<file path="src/rtl/task_sequencer.sv">
// task_sequencer: polls a shared-memory mailbox for task requests, validates
// the requested task number against ENABLED_MASK, hands accepted tasks to the
// task engine and reports completion back through TV_OUT_READY.
// Optional feature: define TASK_SEQ_TIMEOUT_EN to add a BUSY watchdog that
// sets err_timeout and forces completion after TIMEOUT_CYCLES.
module task_sequencer #(
  parameter int unsigned ADDR_WIDTH     = 17,
  parameter logic [15:0] ENABLED_MASK   = 16'h046E,
  parameter int unsigned POLL_INTERVAL  = 16,
  parameter int unsigned TIMEOUT_CYCLES = 1_000_000
) (
  input  logic                  clk,
  input  logic                  rst_n,
  output logic                  mem_en,
  output logic [3:0]            mem_we,
  output logic [ADDR_WIDTH-1:0] mem_addr,
  output logic [31:0]           mem_wdata,
  input  logic [31:0]           mem_rdata,
  output logic                  task_start,
  output logic [3:0]            task_id,
  input  logic                  task_done,
  output logic                  busy,
  output logic                  err_unsupported,
  output logic                  err_timeout
);

  localparam logic [ADDR_WIDTH-1:0] A_PL_READY      = ADDR_WIDTH'(32'h0001_0000);
  localparam logic [ADDR_WIDTH-1:0] A_ENABLED_TASKS = ADDR_WIDTH'(32'h0001_0004);
  localparam logic [ADDR_WIDTH-1:0] A_CURRENT_TASK  = ADDR_WIDTH'(32'h0001_0008);
  localparam logic [ADDR_WIDTH-1:0] A_TV_IN_READY   = ADDR_WIDTH'(32'h0001_000C);
  localparam logic [ADDR_WIDTH-1:0] A_TV_OUT_READY  = ADDR_WIDTH'(32'h0001_0010);

  localparam int unsigned POLL_W = (POLL_INTERVAL > 1) ? $clog2(POLL_INTERVAL) : 1;

  if (POLL_INTERVAL == 0 || TIMEOUT_CYCLES == 0) begin : g_bad_params
    $error("task_sequencer: POLL_INTERVAL and TIMEOUT_CYCLES must be at least 1");
  end

  typedef enum logic [3:0] {
    INIT_EN, INIT_RDY, POLL_WAIT, RD_FLAG, CHK_FLAG, RD_TASK,
    CHK_TASK, CLR_FLAG, START, BUSY, DONE_WR
  } state_t;

  state_t              state, state_nxt;
  // Each init state spends two cycles: INIT_EN idles once after reset (the
  // registered bus is held at zero) then writes; INIT_RDY issues two writes.
  logic                init_step, init_step_nxt;
  logic [POLL_W-1:0]   poll_cnt;
  logic                poll_done;
  logic [3:0]          task_num;
  logic                task_ok;
  logic                wd_expired;

  logic                  mem_en_d;
  logic [3:0]            mem_we_d;
  logic [ADDR_WIDTH-1:0] mem_addr_d;
  logic [31:0]           mem_wdata_d;
  logic                  task_start_d;
  logic                  busy_d;

  // A task word is valid only as 1..15 with zero upper bits and its mask bit set.
  function automatic logic task_accepted(input logic [31:0] word);
    task_accepted = (word[31:4] == 28'd0) && (word[3:0] != 4'd0) &&
                    ENABLED_MASK[word[3:0]];
  endfunction

  assign poll_done = (poll_cnt == POLL_W'(POLL_INTERVAL - 1));

  // State register plus poll counter and captured task decision
  always_ff @(posedge clk or negedge rst_n) begin
    if (!rst_n) begin
      state           <= INIT_EN;
      init_step       <= 1'b0;
      poll_cnt        <= '0;
      task_num        <= 4'd0;
      task_ok         <= 1'b0;
      err_unsupported <= 1'b0;
    end else begin
      state     <= state_nxt;
      init_step <= init_step_nxt;
      poll_cnt  <= (state == POLL_WAIT) ? poll_cnt + 1'b1 : '0;
      if (state == CHK_TASK) begin
        task_num <= mem_rdata[3:0];
        task_ok  <= task_accepted(mem_rdata);
        if (!task_accepted(mem_rdata)) begin
          err_unsupported <= 1'b1;
        end
      end
    end
  end

  // Next-state logic
  always_comb begin
    state_nxt     = state;
    init_step_nxt = 1'b0;
    case (state)
      INIT_EN: begin
        if (!init_step) init_step_nxt = 1'b1;
        else            state_nxt     = INIT_RDY;
      end
      INIT_RDY: begin
        if (!init_step) init_step_nxt = 1'b1;
        else            state_nxt     = POLL_WAIT;
      end
      POLL_WAIT: if (poll_done) state_nxt = RD_FLAG;
      RD_FLAG:   state_nxt = CHK_FLAG;
      CHK_FLAG:  state_nxt = (mem_rdata == 32'h1) ? RD_TASK : POLL_WAIT;
      RD_TASK:   state_nxt = CHK_TASK;
      CHK_TASK:  state_nxt = CLR_FLAG;
      CLR_FLAG:  state_nxt = task_ok ? START : DONE_WR;
      START:     state_nxt = BUSY;
      BUSY:      if (task_done || wd_expired) state_nxt = DONE_WR;
      DONE_WR:   state_nxt = POLL_WAIT;
      default:   state_nxt = INIT_EN;
    endcase
  end

  // Output decode from the upcoming state so every output is a plain register
  always_comb begin
    mem_en_d     = 1'b0;
    mem_we_d     = 4'h0;
    mem_addr_d   = '0;
    mem_wdata_d  = 32'd0;
    task_start_d = (state_nxt == START);
    busy_d       = (state_nxt == START) || (state_nxt == BUSY);
    case (state_nxt)
      INIT_EN: begin
        if (init_step_nxt) begin
          mem_en_d    = 1'b1;
          mem_we_d    = 4'hF;
          mem_addr_d  = A_ENABLED_TASKS;
          mem_wdata_d = {16'h0000, ENABLED_MASK};
        end
      end
      INIT_RDY: begin
        mem_en_d    = 1'b1;
        mem_we_d    = 4'hF;
        mem_addr_d  = init_step_nxt ? A_PL_READY : A_TV_OUT_READY;
        mem_wdata_d = init_step_nxt ? 32'd1 : 32'd0;
      end
      RD_FLAG: begin
        mem_en_d   = 1'b1;
        mem_addr_d = A_TV_IN_READY;
      end
      RD_TASK: begin
        mem_en_d   = 1'b1;
        mem_addr_d = A_CURRENT_TASK;
      end
      CLR_FLAG: begin
        mem_en_d    = 1'b1;
        mem_we_d    = 4'hF;
        mem_addr_d  = A_TV_IN_READY;
        mem_wdata_d = 32'd0;
      end
      DONE_WR: begin
        mem_en_d    = 1'b1;
        mem_we_d    = 4'hF;
        mem_addr_d  = A_TV_OUT_READY;
        mem_wdata_d = 32'd1;
      end
      default: ;
    endcase
  end

  // Output registers; task_id holds its value until the next start
  always_ff @(posedge clk or negedge rst_n) begin
    if (!rst_n) begin
      mem_en     <= 1'b0;
      mem_we     <= 4'h0;
      mem_addr   <= '0;
      mem_wdata  <= 32'd0;
      task_start <= 1'b0;
      task_id    <= 4'd0;
      busy       <= 1'b0;
    end else begin
      mem_en     <= mem_en_d;
      mem_we     <= mem_we_d;
      mem_addr   <= mem_addr_d;
      mem_wdata  <= mem_wdata_d;
      task_start <= task_start_d;
      busy       <= busy_d;
      if (task_start_d) task_id <= task_num;
    end
  end

`ifdef TASK_SEQ_TIMEOUT_EN
  localparam int unsigned WD_W = (TIMEOUT_CYCLES > 1) ? $clog2(TIMEOUT_CYCLES) : 1;

  logic [WD_W-1:0] wd_cnt;

  // Expires on the TIMEOUT_CYCLES-th BUSY cycle unless the task finishes then
  assign wd_expired = (state == BUSY) && !task_done &&
                      (wd_cnt == WD_W'(TIMEOUT_CYCLES - 1));

  // Watchdog counter over BUSY cycles and sticky timeout flag
  always_ff @(posedge clk or negedge rst_n) begin
    if (!rst_n) begin
      wd_cnt      <= '0;
      err_timeout <= 1'b0;
    end else begin
      wd_cnt <= (state == BUSY) ? wd_cnt + 1'b1 : '0;
      if (wd_expired) err_timeout <= 1'b1;
    end
  end
`else
  assign wd_expired  = 1'b0;
  assign err_timeout = 1'b0;
`endif

endmodule
</file>
<file path="config.mk">
export PLATFORM = sky130hd
export DESIGN_NAME = task_sequencer
export DESIGN_NICKNAME = d
export VERILOG_FILES = /design/src/rtl/task_sequencer.sv
export SDC_FILE = /design/constraint.sdc
export NUM_CORES = 1
export LEC_CHECK = 0
export ABC_CLOCK_PERIOD_IN_PS = 1820
export BUFFER_PORTS_ARGS = -buffer_cell sky130_fd_sc_hd__clkbuf_2
export CELL_PAD_IN_SITES_DETAIL_PLACEMENT = 2
export CELL_PAD_IN_SITES_GLOBAL_PLACEMENT = 2
export CORE_MARGIN = 2
export CORE_UTILIZATION = 25
export CTS_CLUSTER_DIAMETER = 30
export DETAILED_ROUTE_END_ITERATION = 8
export HOLD_SLACK_MARGIN = 0.05
export PLACE_DENSITY_LB_ADDON = 0.25
export SLEW_MARGIN = 20
export SYNTH_ARGS = -nofsm -noshare
export SYNTH_HDL_FRONTEND = slang
export SYNTH_SLANG_ARGS = --single-unit
export TNS_END_PERCENT = 100
</file>
<file path="constraint.sdc">
create_clock -name clk -period 1.82 [get_ports clk]
set_input_delay 0.182 -clock clk [delete_from_list [all_inputs] [get_ports clk]]
set_output_delay 0.182 -clock clk [all_outputs]
set_load 0.01 [all_outputs]
</file>
==> reports/summary.md, run 1 <==
• 0.511 — relative slew slack
• 30 — floorplan row count
• 2000 µm² — placement-stage cell area
• task_num[3] — Worst Hold End
• 0.1 ns — worst-case register-to-register setup slack
• 2 — clock tree buffer depth
• 88.7 µm — die span in x
• 5 — number of clock buffers inserted by TritonCTS
• 0.261 — initial core utilization
• 4.30 mm — routed wire length
• 0 — remaining routing DRC violations
• 4 — worst reg-to-reg path cell count
• 0 — max-slew violation total from the final report
• 2 — H-tree levels
• completed — outcome
• sky130_fd_sc_hd__clkbuf_2 — leading cell type in the layout, fill and taps excluded
• 7860 µm² — Die Area
• 330 — post-placement cell count
• 0 — antenna violations before repair
• 4.13 — number of vias per cell
• sky130_fd_sc_hd__clkbuf_8 — Clk Tree Root Cell
• 16.9% — area added between synthesis and finish
• 185 — Post-Syn Instances
• 0 — number of setup violations in the final report
• 0.329 — fraction of final layout cells sized beyond drive strength 1
• 0 ns — setup_tns
• sky130_fd_sc_hd__dfrtp_1 — Main synth FF type
• no — RSZ-0062 raised after global routing
• 3.39 mm — HPWL after detailed placement
• 1.10 nW — Leakage
• 1438 — vias in the first global route
• 0.733 ns — transition time at the pin with the least slew margin
• 0 — final hold violation count
• 1.97 ns — Crit path required time
• mem_rdata[3] — beginning of the worst hold path
• 61 — Detailed Route Iter0 Violations
• 0 — Post-synth EDFFs
• flop — sort of element at the end of the critical path
• 0.07 ns — Worst-path clk slew
• state[1] — startpoint of the most critical register-to-register path
• 9.68 µm² — average cell area after synthesis
• sky130_fd_sc_hd__clkbuf_2 (57), sky130_fd_sc_hd__conb_1 (39), sky130_fd_sc_hd__dfrtp_1 (29), sky130_fd_sc_hd__nand2_1 (16), sky130_fd_sc_hd__nor2_1 (9) — most frequent cells in the layout
• 7.11 mm — global-route wire length before repair
• reg2reg — critical path class
• 4 — iteration count of the initial detailed-routing pass
• 0 — global route total overflow
• 0 — antenna cells
• 30 — largest net degree at the start of global routing
• 0.27 ns — worst-skew pair later-pin latency
• 1400 — detailed-route via count
• 29 — Synth Register Bits
• 1790 µm² — area of the mapped netlist
• 1.88 ns — CP Data Arrival Time
• in2reg — classification of the worst-slack hold path
• 57 — count of input and output buffers
• 29 — clock sink total
• 0.116 — Total GRT Usage
• 88.7 µm — Die Y-Extent
• 97 — Boundary Pins
• 0.738 — last weighted congestion value of the routability-driven placer
• 1300 nW/µm² — power density over the cells
• flop — Setup crit start kind
• 3 — cell count of the worst hold path
• 0.00544 ns — Final Skew
• 580 MHz — maximum achievable frequency
• 44 — number of distinct library cells after synthesis
• 0.947 — Final Cycle Share
• 10 — peak fanout along the critical path
• 800 µm² — area of combinational cells with multiple inputs
• 281 — final-stage net count
• 1.00 — share of async-settable or async-resettable flops after synthesis
• 821 — number of fillers in the final layout
• 6870 µm² — CORE AREA
• 0 — number of nets with antenna violations after routing
• task_id[3] — R2R Path End
• 0 — Max-cap violations
• 1.72 ns — clock period minus worst slack
• 0 — yosys warns
• 0.305 mV — peak ir drop on the vdd network
• built — CTS tree
• 12.7 µm — post-detailed-route wirelength per cell
• 339 — Non-Filler Instances
• 0.405 — portion of the post-synthesis area used by sequential elements
• 726 µm² — combined flip-flop and latch cell area
• 2090 µm² — final standard cell area without fillers
## worst max-delay path, cell delays in order (launching register included)
cell,delay (ns)
sky130_fd_sc_hd__dfrtp_1,0.48
sky130_fd_sc_hd__and3_1,0.21
sky130_fd_sc_hd__o21ai_0,0.23
sky130_fd_sc_hd__or2_1,0.34
sky130_fd_sc_hd__mux2_4,0.33
## metrics by stage
step | worst slack (ns) | power [mW] | utilization | hold WS (ns)
after global routing | 0.0397 | 2.98 | 0.305 | 0.182
after global placement | 0.222 | 2.20 | 0.291 | 0.287
final | 0.0959 | 2.73 | 0.305 | 0.170
after detailed placement | 0.158 | 2.24 | 0.291 | 0.301
after floorplan | 0.342 | 1.94 | - | -0.114
after CTS | 0.117 | 2.78 | 0.305 | 0.164
## cells by family (layout without fill, tap and decap cells)
kind of cell	after synthesis	in the layout	share of synthesized area
compound gates	25	25	0.0922
xor+xnor	4	4	0.0196
other cells	1	39	0.00209
buf+inv	58	78	0.228
fa+ha+maj	4	4	0.0279
simple gates	60	60	0.191
mux	4	4	0.0335
flops	29	29	0.405
## final cells by class
class,instances,area share
multi-input cells,136,0.382
flip-flops and latches,29,0.346
repair buffers,65,0.166
well taps,96,0.0573
clock buffers,6,0.0346
inverters,5,0.00896
clock inverters,2,0.00478
## metal layers
| layer | wire, µm | track usage | part of all wire | vias up |
|---|---|---|---|---|
| li1 | - | - | - | 659 |
| met1 | 1900 | 0.145 | 0.44 | 674 |
| met2 | 2080 | 0.197 | 0.48 | 65 |
| met3 | 286 | 0.0252 | 0.067 | 2 |
| met4 | 40 | 0.0372 | 0.0093 | 0 |
| met5 | 0 | 0 | 0 | - |
## state kept, by name, indices dropped and copies added (netlist names), 2 cells and up
name       flops
poll_cnt       4
mem_addr       4
task_num       4
mem_wdata      2
state          4
task_id        4
## cells in the mapped netlist, types with 2 or more instances
cell / n / area (µm²)
sky130_fd_sc_hd__buf_4: 48 / 360
sky130_fd_sc_hd__dfrtp_1: 29 / 726
sky130_fd_sc_hd__nand2_1: 16 / 60.1
sky130_fd_sc_hd__nor2_1: 9 / 33.8
sky130_fd_sc_hd__nand3_1: 7 / 35.0
sky130_fd_sc_hd__nor4_1: 7 / 43.8
sky130_fd_sc_hd__a21oi_1: 4 / 20.0
sky130_fd_sc_hd__ha_1: 4 / 50.1
sky130_fd_sc_hd__inv_1: 4 / 15.0
sky130_fd_sc_hd__mux2_4: 4 / 60.1
sky130_fd_sc_hd__o21ai_1: 4 / 20.0
sky130_fd_sc_hd__a31oi_1: 3 / 18.8
sky130_fd_sc_hd__buf_2: 3 / 15.0
sky130_fd_sc_hd__nor2b_1: 3 / 18.8
sky130_fd_sc_hd__o21ai_0: 3 / 15.0
sky130_fd_sc_hd__xor2_1: 3 / 26.3
sky130_fd_sc_hd__a32oi_1: 2 / 17.5
sky130_fd_sc_hd__a41oi_1: 2 / 17.5
sky130_fd_sc_hd__and2_1: 2 / 12.5
sky130_fd_sc_hd__and3_1: 2 / 12.5
sky130_fd_sc_hd__nand2b_1: 2 / 12.5
sky130_fd_sc_hd__nand4bb_1: 2 / 22.5
## worst max path at each step
stage	depth (start not counted)	startpoint	slack, ns	to
floorplan	5	state[2]	0.34	task_id[0]
global placement	4	state[1]	0.22	task_id[1]
detailed placement	4	state[1]	0.16	task_id[3]
CTS	4	state[1]	0.12	task_id[3]
global route	4	state[1]	0.04	task_id[3]
finish	4	state[1]	0.1	task_id[3]
## where the power goes
group | switching, mW | internal (mW) | leakage, nW
Sequential | 0.171 | 0.864 | 0.356
Combinational | 0.671 | 0.516 | 0.703
Clock | 0.244 | 0.264 | 0.0450
Total | 1.09 | 1.65 | 1.10
## repair_timing
item / 4_1_cts / 5_1_grt
hold buffers: 1 / 0
gates resized for setup: 0 / 0
endpoints found under the setup margin: 0 / 0
hold endpoints to repair: 29 / 0
buffers inserted: 0 / 0
(Power assumes the default switching activity.)
==> inputs of run 2 (changes only) <==
ABC_CLOCK_PERIOD_IN_PS = 1460   (was 1820)
CORE_UTILIZATION = 22   (was 25)
SKIP_CTS_REPAIR_TIMING = 1   (was default)
clock period = 1.46 ns   (was 1.82 ns; I/O delays follow)
==> run 2 against run 1 <==
Compared with the run above:
- the flow now finishes with violations (negative setup slack)
- sequential power grew 25%
- first-iteration DRC count is 57% lower
- cell count grew 8.8%
- global-route usage is 0.36 points lower
- non-clock buffer count rose by 24
- critical path type unchanged
- clock skew is 0.0018 ns lower
==> reports/summary.md, run 2 (synthesis gave the netlist of run 1 again) <==
• mem_addr[16] — R2R Path End
• 0.112 — Total GRT Usage, -0.00360
• 3 — cell count of the worst hold path, unchanged
• 0.00368 ns — Final Skew, -0.00176 ns
• 1.67 ns — Crit path required time, -0.30 ns
• 2 — H-tree levels, unchanged
• 6 — peak fanout along the critical path, -4
• in2reg — classification of the worst-slack hold path
• negative setup slack — violated checks
• 369 — Non-Filler Instances, +8.8%
• reg2reg — critical path class
• 13.6 µm — post-detailed-route wirelength per cell, +7.3%
• 0 — final hold violation count, unchanged
• 0.446 — fraction of final layout cells sized beyond drive strength 1, +0.116
• 0 — remaining routing DRC violations, unchanged
• 1810 nW/µm² — power density over the cells, +39%
• 8880 µm² — Die Area, +13%
• 0 — Max-cap violations, unchanged
• 1.27 nW — Leakage, +15%
• 0.229 — initial core utilization, -0.0314
• 0.463 mV — peak ir drop on the vdd network, +52%
• 0 — global route total overflow, unchanged
• 3 — iteration count of the initial detailed-routing pass, -1
• 37.3% — area added between synthesis and finish
• 5 — worst reg-to-reg path cell count, +1
• 305 — final-stage net count, +8.5%
• 7.66 mm — global-route wire length before repair, +7.8%
• 0.07 ns — Worst-path clk slew, about the same
• 97 — Boundary Pins, unchanged
• flop — Setup crit start kind
• 29 — clock sink total, unchanged
• 1532 — vias in the first global route, +6.5%
• built — CTS tree
• 2 — clock tree buffer depth, unchanged
• -0.169 ns — minimum setup slack after placement, -0.327 ns
• 0.29 ns — worst-skew pair later-pin latency, +0.02 ns
• mem_rdata[3] — beginning of the worst hold path
• 0.773 — last weighted congestion value of the routability-driven placer, +4.7%
• sky130_fd_sc_hd__clkbuf_2 (57), sky130_fd_sc_hd__conb_1 (39), sky130_fd_sc_hd__dfrtp_1 (26), sky130_fd_sc_hd__buf_4 (25), sky130_fd_sc_hd__nand2_1 (16) — most frequent cells in the layout
• 26 — Detailed Route Iter0 Violations, -57%
• 1.52 ns — clock period minus worst slack, -0.207 ns
• 1.73 ns — CP Data Arrival Time, -0.15 ns
• 18 — largest net degree at the start of global routing, -40%
• 0.107 ns — Hold WS, -0.0632 ns
• 32 — floorplan row count, +6.7%
• -0.0574 ns — final worst-path setup slack, -0.153 ns
• 94.2 µm — Die Y-Extent, +6.3%
• 5 — number of clock buffers inserted by TritonCTS, unchanged
• 3.98 mm — HPWL after detailed placement, +17%
• 0 — antenna violations before repair, unchanged
• 354 — post-placement cell count, +7.3%
• 659 MHz — maximum achievable frequency, +14%
• sky130_fd_sc_hd__clkbuf_2 — leading cell type in the layout, fill and taps excluded
• 6 — number of setup violations in the final report, +6
• state[2] — startpoint of the most critical register-to-register path
• 1.04 — Final Cycle Share, +0.0920
• 57 — count of input and output buffers, unchanged
• 0 — number of nets with antenna violations after routing, unchanged
• 873 — number of fillers in the final layout, +6.3%
• yes — RSZ-0062 raised after global routing
• sky130_fd_sc_hd__clkbuf_8 — Clk Tree Root Cell
• -0.154 ns — setup_tns, -0.154 ns
• finished, violations left — outcome
• -0.06 ns — worst-case register-to-register setup slack, -0.15 ns
• flop — sort of element at the end of the critical path
• task_num[3] — Worst Hold End
• 1510 — detailed-route via count, +7.9%
• 0 — max-slew violation total from the final report, unchanged
• 0 — antenna cells, unchanged
• 94.2 µm — die span in x, +6.3%
• 5.02 mm — routed wire length, +17%
• 7810 µm² — CORE AREA, +14%
• 4.09 — number of vias per cell, -0.91%
run 2: stage by stage:
step | utilization | power, mW | instance area (µm²)
6_report | 0.315 | 4.45 | 2460
5_1_grt | 0.315 | 4.79 | 2460
4_1_cts | 0.294 | 4.18 | 2300
3_5_place_dp | 0.277 | 3.15 | 2160
3_3_place_gp | 0.277 | 3.08 | 2160
2_1_floorplan | - | 2.42 | 1940
run 2: worst max path at each step:
stage               startpoint      endpoint  depth (start not counted)
global route          state[2]  mem_addr[16]                          5
detailed placement    state[1]    task_id[0]                          4
CTS                   state[1]    task_id[0]                          4
floorplan             state[3]    task_id[0]                          5
global placement      state[2]    task_id[0]                          4
finish                state[2]  mem_addr[16]                          5
run 2: power by group:
part           internal, mW  leakage [nW]  switching (mW)  total [mW]
registers              1.08         0.352           0.214        1.30
logic                  1.08         0.855            1.07        2.15
clock network         0.678        0.0681           0.325        1.00
total                  2.85          1.27            1.61        4.45
run 2: critical path: stages (launching register included):
cell	delay (ns)
sky130_fd_sc_hd__dfrtp_2	0.46
sky130_fd_sc_hd__buf_6	0.15
sky130_fd_sc_hd__nor4b_4	0.30
sky130_fd_sc_hd__a41oi_2	0.18
sky130_fd_sc_hd__and2_4	0.20
sky130_fd_sc_hd__a31oi_1	0.15
run 2: layout make-up:
class	count	area (µm²)	share of cell area
Sequential cell	29	729	0.297
Multi-Input combinational cell	136	891	0.362
Inverter	5	18.8	0.00763
Timing Repair Buffer	89	559	0.227
Clock inverter	3	65.1	0.0264
Tap cell	102	128	0.0519
Clock buffer	5	68.8	0.0280
run 2: metal layers:
layer,global-route usage,vias up,part of all wire
met3,0.0217,8,0.051
met5,0,-,0
met2,0.202,62,0.53
li1,-,711,-
met4,0.0471,0,0.024
met1,0.129,729,0.40
